<file path="src/rtl/sum_uart_tx_pkg.sv">
// Shared types and constants for the adding UART transmitter.
// SUM_UART_TX_PARITY_EN adds an even-parity bit between the data bits and the stop bit.
package sum_uart_tx_pkg;

  localparam int unsigned DATA_BITS            = 8;
  localparam int unsigned FRAME_BITS_NO_PARITY = 10;
  localparam int unsigned FRAME_BITS_PARITY    = 11;

`ifdef SUM_UART_TX_PARITY_EN
  localparam int unsigned FRAME_BITS = FRAME_BITS_PARITY;

  typedef enum logic [2:0] {
    ST_IDLE   = 3'd0,
    ST_START  = 3'd1,
    ST_DATA   = 3'd2,
    ST_PARITY = 3'd3,
    ST_STOP   = 3'd4
  } state_t;
`else
  localparam int unsigned FRAME_BITS = FRAME_BITS_NO_PARITY;

  typedef enum logic [2:0] {
    ST_IDLE  = 3'd0,
    ST_START = 3'd1,
    ST_DATA  = 3'd2,
    ST_STOP  = 3'd4
  } state_t;
`endif

  function automatic logic even_parity(input logic [DATA_BITS-1:0] data);
    return ^data;
  endfunction

endpackage

</file>
<file path="src/rtl/sum_uart_tx_baud.sv">
// Bit-period counter: bit_tick marks the last enabled cycle of every bit period.
// restart holds the count at zero so the next period starts cleanly.
module sum_uart_tx_baud #(
  parameter int unsigned CLKS_PER_BIT = 16
) (
  input  logic clk,
  input  logic rst_n,
  input  logic ena,
  input  logic restart,
  output logic bit_tick
);

  localparam logic [7:0] LAST_CNT = 8'(CLKS_PER_BIT - 1);

  logic [7:0] cnt_r;

  // Count enabled cycles within the current bit period
  always_ff @(posedge clk or negedge rst_n) begin
    if (!rst_n) begin
      cnt_r <= 8'd0;
    end else if (ena) begin
      if (restart || (cnt_r == LAST_CNT)) begin
        cnt_r <= 8'd0;
      end else begin
        cnt_r <= cnt_r + 8'd1;
      end
    end else begin
      cnt_r <= cnt_r;
    end
  end

  assign bit_tick = ena && !restart && (cnt_r == LAST_CNT);

endmodule

</file>
<file path="src/rtl/sum_uart_tx.sv">
// Adds two bytes and sends the 8-bit sum LSB-first as a UART frame on tx.
// SUM_UART_TX_PARITY_EN inserts an even-parity bit before the stop bit.
module sum_uart_tx
  import sum_uart_tx_pkg::*;
#(
  parameter int unsigned CLKS_PER_BIT = 16
) (
  input  logic       clk,
  input  logic       rst_n,
  input  logic       ena,
  input  logic       start,
  input  logic [7:0] a,
  input  logic [7:0] b,
  output logic       tx,
  output logic       busy,
  output logic       done,
  output logic [7:0] sum,
  output logic       carry
);

  state_t     state_r;
  logic [7:0] shift_r;
  logic [2:0] idx_r;
  logic       restart_s;
  logic       bit_tick_s;

  assign restart_s = (state_r == ST_IDLE);

  sum_uart_tx_baud #(
    .CLKS_PER_BIT(CLKS_PER_BIT)
  ) u_baud (
    .clk      (clk),
    .rst_n    (rst_n),
    .ena      (ena),
    .restart  (restart_s),
    .bit_tick (bit_tick_s)
  );

  // Frame sequencer with registered line, status and result outputs
  always_ff @(posedge clk or negedge rst_n) begin
    if (!rst_n) begin
      state_r <= ST_IDLE;
      shift_r <= 8'd0;
      idx_r   <= 3'd0;
      tx      <= 1'b1;
      busy    <= 1'b0;
      done    <= 1'b0;
      sum     <= 8'd0;
      carry   <= 1'b0;
    end else begin
      // done is a pulse, so it drops even while ena holds everything else
      done <= 1'b0;
      if (ena) begin
        case (state_r)
          ST_IDLE: begin
            if (start) begin
              {carry, sum} <= {1'b0, a} + {1'b0, b};
              shift_r      <= a + b;
              idx_r        <= 3'd0;
              state_r      <= ST_START;
              busy         <= 1'b1;
              tx           <= 1'b0;
            end
          end
          ST_START: begin
            if (bit_tick_s) begin
              tx      <= shift_r[0];
              shift_r <= {1'b0, shift_r[7:1]};
              state_r <= ST_DATA;
            end
          end
          ST_DATA: begin
            if (bit_tick_s) begin
              idx_r <= idx_r + 3'd1;
              if (idx_r == 3'd7) begin
`ifdef SUM_UART_TX_PARITY_EN
                tx      <= even_parity(sum);
                state_r <= ST_PARITY;
`else
                tx      <= 1'b1;
                state_r <= ST_STOP;
`endif
              end else begin
                tx      <= shift_r[0];
                shift_r <= {1'b0, shift_r[7:1]};
              end
            end
          end
`ifdef SUM_UART_TX_PARITY_EN
          ST_PARITY: begin
            if (bit_tick_s) begin
              tx      <= 1'b1;
              state_r <= ST_STOP;
            end
          end
`endif
          ST_STOP: begin
            if (bit_tick_s) begin
              tx      <= 1'b1;
              busy    <= 1'b0;
              done    <= 1'b1;
              state_r <= ST_IDLE;
            end
          end
          default: begin
            tx      <= 1'b1;
            busy    <= 1'b0;
            state_r <= ST_IDLE;
          end
        endcase
      end
    end
  end

endmodule

</file>
<file path="config.mk">
export PLATFORM = sky130hd
export DESIGN_NAME = sum_uart_tx
export DESIGN_NICKNAME = d
export VERILOG_FILES = /design/src/rtl/sum_uart_tx_pkg.sv /design/src/rtl/sum_uart_tx_baud.sv /design/src/rtl/sum_uart_tx.sv
export SDC_FILE = /design/constraint.sdc
export NUM_CORES = 1
export LEC_CHECK = 0
export ABC_AREA = 0
export ABC_CLOCK_PERIOD_IN_PS = 3600
export CORE_AREA = 2 2 67 116
export DETAILED_ROUTE_END_ITERATION = 16
export DIE_AREA = 0 0 69 118
export PLACE_DENSITY = 0.59
export SETUP_SLACK_MARGIN = 0.02
export SYNTH_ARGS = -nofsm -noshare
export SYNTH_HDL_FRONTEND = slang
export SYNTH_HIERARCHICAL = 1
export SYNTH_SLANG_ARGS = --single-unit
export TNS_END_PERCENT = 20
</file>
<file path="constraint.sdc">
create_clock -name clk -period 3.6 [get_ports clk]
set_input_delay 0.72 -clock clk [delete_from_list [all_inputs] [get_ports clk]]
set_output_delay 0.72 -clock clk [all_outputs]
set_load 0.03 [all_outputs]
</file>
==> metrics.txt, run 1 <==
Post-synth EDFFs=0; relative slew slack=63.8%; fraction of layout cells with a size suffix above 1=14.0%; WL/cell=14.3 um; Least-Margin Pin Slew=0.539 ns; top cells by area, synth=dfrtp_1 (39%), ha_1 (6.6%), mux2_2 (4.3%); die width=69 um; clk buf depth=2; Combinational Power Share=41.4%; post-CTS setup buffer count=0; # rows=41; Post-Syn Nets=237; LEAKAGE=1.16 nW; Final Skew=0.00228 ns; Max Cap Violations=0; outcome=finished, final reports clean; area leader, netlist=dfrtp_1; sequential share of power=34.8%; final worst path period share=74.6%; Worst path most repeated cell=nor3_1; htree depth=2; Arrival @ worst endpoint=2.84 ns; peak supply drop=361 uV; CP Max Fanout=15; RSZ-0062 raised after global routing=no; slowest stage cell, crit path=dfrtp_1; fillers=743; internal power=0.00126 W; initial antenna violation count=0; top cells by count, synth=dfrtp_1 (33), nand2_1 (17), o21ai_0 (15); non-filler cells, final=328; initial DRC count=54; largest net degree at the start of global routing=35; crit path launch type=flip-flop; Slew Viols, Final=0; Vias=1739; sw frac=36.8%; Clk pwr share=23.8%; nets=273; synth warn=6; delay of the slowest cell on the worst path=0.54 ns; CTS Sinks=34; register area share after synthesis=40.7%; gpl congestion=0.790; CTS buffer count=5; most numerous cell in the Yosys netlist=dfrtp_1; Remaining Overflow, GRT=0; CTS tree=done; Initial Util=29.2%; Syn Std Cell Area=2090 um^2; worst hold-check path type=flip-flop to flip-flop; Hold Vio Cnt, Final=0; Mapped Avg Cell Area=10.2 um^2; Clock Latency Late Sink=0.27 ns; CP Cell Sequence=nor3_1 > nand2b_1 > nor3_1 > buf_4 > mux2i_1 > a21oi_1 > o211ai_1 > mux2_2; P_sw=0.000732 W; detailed placer's ending HPWL=3620 um; CTS Hold Buffers Added=0; Gate Count Post-Synth=205; Async SR Flop Fraction=100%; Clock Tree Root=clkbuf_16; fmax=373 MHz; number of port buffers=31; CORE AREA=7180 um^2; Final TNS setup=0 ns; Die ar.=8140 um^2; Worst-path clk slew=0.06 ns; Residual DRC=0; pwr/cell area=742 nW/um^2; drt total wl=4700 um; via/cell ratio=5.30; post-synth cell types=57; placed cells=320; Reg area=852 um^2; multi-input logic area=1170 um^2; Top FF cell, synth=dfrtp_1; IO Count=32; Ant. Diodes=0; crit path kind=flip-flop to flip-flop; Yosys top cell area share=39.4%; number of global-route vias before repair=1776; die height=118 um; Routed Antenna Nets=0; CP endpoint kind=flip-flop; first-pass GRT wire length=8050 um; total power=0.00199 W; Req. time, crit path=3.76 ns; PostCTS Resize Cnt=0; Tmin final=2.68 ns; number of synthesized register bits=34; P&R area growth vs syn=27.9%; Pre-Repair DR Iteration Count=4; Final setup viols=0; Total GRT Usage=11.9%
## registers in the layout, summed over array words and instances (netlist names)
register / flops
state_r: 3
sum: 8
idx_r: 3
u_baud/cnt_r: 8
tx: 1
done: 1
shift_r: 8
carry: 1
busy: 1
## critical path: cells and delay by family (launching register included)
family                 cells  cell delay [ns]
AND/OR/NAND/NOR            3             0.85
multiplexers               2             0.60
flip-flops                 1             0.54
AO/OA/AOI/OAI              2             0.41
buffers and inverters      1             0.16
## logic make-up (layout without fill, tap and decap cells)
family | Yosys count | count (layout) | share of synthesized area (%)
fa+ha+maj | 12 | 12 | 7.53
flops | 34 | 34 | 40.7
mux | 17 | 17 | 9.32
compound gates | 59 | 59 | 19.7
simple gates | 65 | 65 | 18.8
xor+xnor | 2 | 2 | 0.836
buf+inv | 16 | 53 | 3.23
## cell usage in the layout (no fill, tap or decap), types with 4 or more instances in the layout
cell / n
nand2_1: 17
clkbuf_16: 5
a21oi_1: 5
a211oi_1: 4
mux2_2: 8
or3_1: 7
nor2_1: 8
mux2i_1: 6
clkdlybuf4s50_1: 31
o211ai_1: 6
nand2b_1: 6
ha_1: 11
inv_1: 10
o21ai_0: 15
buf_4: 4
dfrtp_1: 33
## final timing paths
| kind | startpoint | slack, ns | cells past startpoint | to |
|---|---|---|---|---|
| min | sum[2] | 0.49 | 2 | sum[2] |
| min in group asynchronous | rst_n | 0.87 | 2 | sum[1] |
| max reg2reg | state_r[1] | 0.92 | 8 | state_r[2] |
| max | state_r[1] | 0.92 | 8 | state_r[2] |
| min reg2reg | sum[2] | 0.49 | 2 | sum[2] |
| max in group asynchronous | rst_n | 2.37 | 2 | tx |
## per-stage QoR
stage / setup WS (ns) / cell area (um^2) / hold WS, ns / util (%)
after floorplan: 1.28 / 2090 / 0.424 / -
after global placement: 0.638 / 2510 / 0.472 / 35.0
after detailed placement: 0.655 / 2510 / 0.480 / 35.0
after CTS: 0.904 / 2680 / 0.498 / 37.3
after global routing: 0.702 / 2680 / 0.518 / 37.3
final: 0.916 / 2680 / 0.491 / 37.3
## power groups by stage
stage                     clock network (W)  logic, W  registers [W]
after floorplan                           0  0.000498       0.000759
after global placement                    0  0.000820       0.000697
after detailed placement                  0  0.000835       0.000696
after CTS                          0.000482  0.000836       0.000693
after global routing               0.000497  0.000902       0.000717
final                              0.000472  0.000824       0.000692
## layout make-up
type	count	area share (%)
flip-flops and latches	34	31.8
multi-input cells	155	43.9
clock buffers	8	6.21
inverters	10	1.40
repair buffers	35	12.7
well taps	86	4.02
## layer usage
layer  wire (um)  track usage (%)
met5           0                0
met3          96             1.80
met2        2740             23.5
met1        1770             12.1
met4          98             4.53
(Power assumes the default switching activity.)
==> run 2, diff against run 1 <==
--- a/config.mk
+++ b/config.mk
@@ -6,11 +6,11 @@
 export NUM_CORES = 1
 export LEC_CHECK = 0
 export ABC_AREA = 0
-export ABC_CLOCK_PERIOD_IN_PS = 3600
+export ABC_CLOCK_PERIOD_IN_PS = 2300
 export CORE_AREA = 2 2 67 116
 export DETAILED_ROUTE_END_ITERATION = 16
 export DIE_AREA = 0 0 69 118
-export PLACE_DENSITY = 0.59
+export PLACE_DENSITY = 0.61
 export SETUP_SLACK_MARGIN = 0.02
 export SYNTH_ARGS = -nofsm -noshare
 export SYNTH_HDL_FRONTEND = slang
==> constraint.sdc (replaced) <==
create_clock -name clk -period 2.3 [get_ports clk]
set_input_delay 0.46 -clock clk [delete_from_list [all_inputs] [get_ports clk]]
set_output_delay 0.46 -clock clk [all_outputs]
set_load 0.03 [all_outputs]
==> run 2 against run 1 <==
Against the previous run:
- core utilization rose by 2.6 points
- worst hold slack improved by 0.0017 ns
- combinational power rose by 84%
- register-to-register slack got worse by 0.74 ns
- clock-buffer cell count fell by 1
- non-clock buffer count rose by 26
- first-iteration DRC count rose by 59%
- sequential share of layout area fell by 2.1 points
- global-route usage rose by 1.3 points
- critical path type is now primary input to flip-flop
- critical endpoint is now shift_r[4]
==> metrics.txt, run 2 (same netlist as run 1, synthesis figures left out) <==
Slew Viols, Final=0 (unchanged); fillers=740 (-0.40%); RSZ-0062 raised after global routing=yes; Final setup viols=0 (unchanged); drt total wl=4990 um (+6.1%); CP Cell Sequence=clkdlybuf4s50_1 > ha_1 > fa_2 > a211oi_2 > nor2_1 > or3_1 > a22oi_1; crit path buf inv count=1 (unchanged); CTS tree=done; LEAKAGE=1.27 nW (+10%); slowest stage cell, crit path=clkdlybuf4s50_1; Core Util, Final=39.9% (+2.6 points); CP Max Fanout=3 (-12); Residual DRC=0 (unchanged); WL/cell=14.1 um (-1.7%); number of port buffers=31 (unchanged); CP endpoint kind=flip-flop; Tmin final=2.14 ns; detailed placer's ending HPWL=3960 um (+9.4%); post-CTS setup buffer count=0 (unchanged); most common cell after layout, fill and taps aside=dfrtp_1; Vias=1787 (+2.8%); Ant. Diodes=0 (unchanged); final worst path period share=93.2%; Req. time, crit path=2.49 ns (-1.27 ns); commonest cells after routing, fill and taps aside=dfrtp_1 (33), clkdlybuf4s50_1 (31), buf_4 (30); Hold Slack=0.493 ns (+0.00166 ns); Clock Latency Late Sink=0.28 ns (about the same); die width=69 um (unchanged); outcome=finished, final reports clean; # rows=41 (unchanged); initial DRC count=86 (+59%); gpl congestion=0.742 (-6.1%); delay of the slowest cell on the worst path=0.40 ns (-0.14 ns); Final Skew=0.00373 ns (+0.00145 ns); Pre-Repair DR Iteration Count=4 (unchanged); nets=299 (+9.5%); CTS Sinks=34 (unchanged); initial antenna violation count=0 (unchanged); crit path kind=primary input to flip-flop; Initial Util=29.2% (unchanged); Reg area=852 um^2 (unchanged); fraction of layout cells with a size suffix above 1=23.1% (+9.1 points); Hold Vio Cnt, Final=0 (unchanged); Least-Margin Pin Slew=0.518 ns (-0.0208 ns); multi-input logic area=1190 um^2 (+1.1%); Clock Tree Root=clkbuf_16; Total GRT Usage=13.2% (+1.3 points); top flop regs=shift_r: 8 flops, sum: 8 flops, u_baud/cnt_r: 8 flops; clk buf depth=2 (unchanged); Remaining Overflow, GRT=0 (unchanged); fmax=466 MHz; die height=118 um (unchanged); htree depth=2 (unchanged); worst hold-check path type=flip-flop to flip-flop; P&R area growth vs syn=36.9%; number of global-route vias before repair=1988 (+12%); CP delay by family, top=adder cells; largest net degree at the start of global routing=35 (unchanged); Routed Antenna Nets=0 (unchanged); first-pass GRT wire length=8760 um (+8.9%); CTS buffer count=5 (unchanged); crit path launch type=primary input; IO Count=32 (unchanged); Worst-path clk slew=0.05 ns (about the same); Die ar.=8140 um^2 (unchanged); Max Cap Violations=0 (unchanged); peak supply drop=441 uV (+22%); CORE AREA=7180 um^2 (unchanged); pwr/cell area=1120 nW/um^2 (+51%); via/cell ratio=5.05 (-4.8%); relative slew slack=65.1% (+1.3 points); Arrival @ worst endpoint=2.33 ns (-0.51 ns)
[run 2: worst min-delay path, cell delays in order (launching register included)]
cell,delay (ns)
dfrtp_1,0.35
nand2_1,0.05
o31ai_1,0.05
[run 2: cell type report]
class	count	share of cell area, %
multi-input combinational	155	41.4
sequential	34	29.7
timing repair buffer	61	18.7
clock buffer	7	4.97
tap	86	3.75
inverter	10	1.31
clock inverter	1	0.175
[run 2: where the power goes]
group	leakage (nW)	switching, W	internal, W
Clock	0.0739	0.000237	0.000429
Combinational	0.782	0.000779	0.000742
Sequential	0.418	0.000166	0.000853
Total	1.27	0.00118	0.00202
[run 2: path summary, 6_finish.rpt]
check / startpoint / cells past startpoint / slack, ns / to
worst min register to register: sum[7] / 2 / 0.49 / sum[7]
worst min-delay path: sum[7] / 2 / 0.49 / sum[7]
worst max-delay path: a[0] / 7 / 0.16 / shift_r[4]
max in group asynchronous: rst_n / 2 / 1.36 / tx
min in group asynchronous: rst_n / 2 / 0.60 / shift_r[2]
worst max register to register: u_baud/cnt_r[6] / 7 / 0.18 / shift_r[1]
[run 2: timing repair]
action / CTS / global route
gates resized for setup: 1 / 1
hold buffers: 0 / 0
pin swaps: 0 / 1
endpoints found under the setup margin: 4 / 5
[run 2: metrics by stage]
| step | TNS (ns) | instance area (um^2) | setup slack (ns) | total power [W] | cells |
|---|---|---|---|---|---|
| detailed placement | -2.36 | 2710 | -0.328 | 0.00256 | 346 |
| global route | 0 | 2870 | 0.00865 | 0.00343 | 354 |
| global placement | -2.06 | 2710 | -0.289 | 0.00253 | 346 |
| finish | 0 | 2870 | 0.155 | 0.00321 | 354 |
| CTS | 0 | 2870 | 0.0563 | 0.00324 | 354 |
| floorplan | 0 | 2100 | 0.0315 | 0.00197 | 205 |
[run 2: metal layers]
metal	wire (um)	GRT usage, %
met2	3010	26.7
met4	75	5.02
met5	0	0
met3	149	2.23
met1	1760	12.7
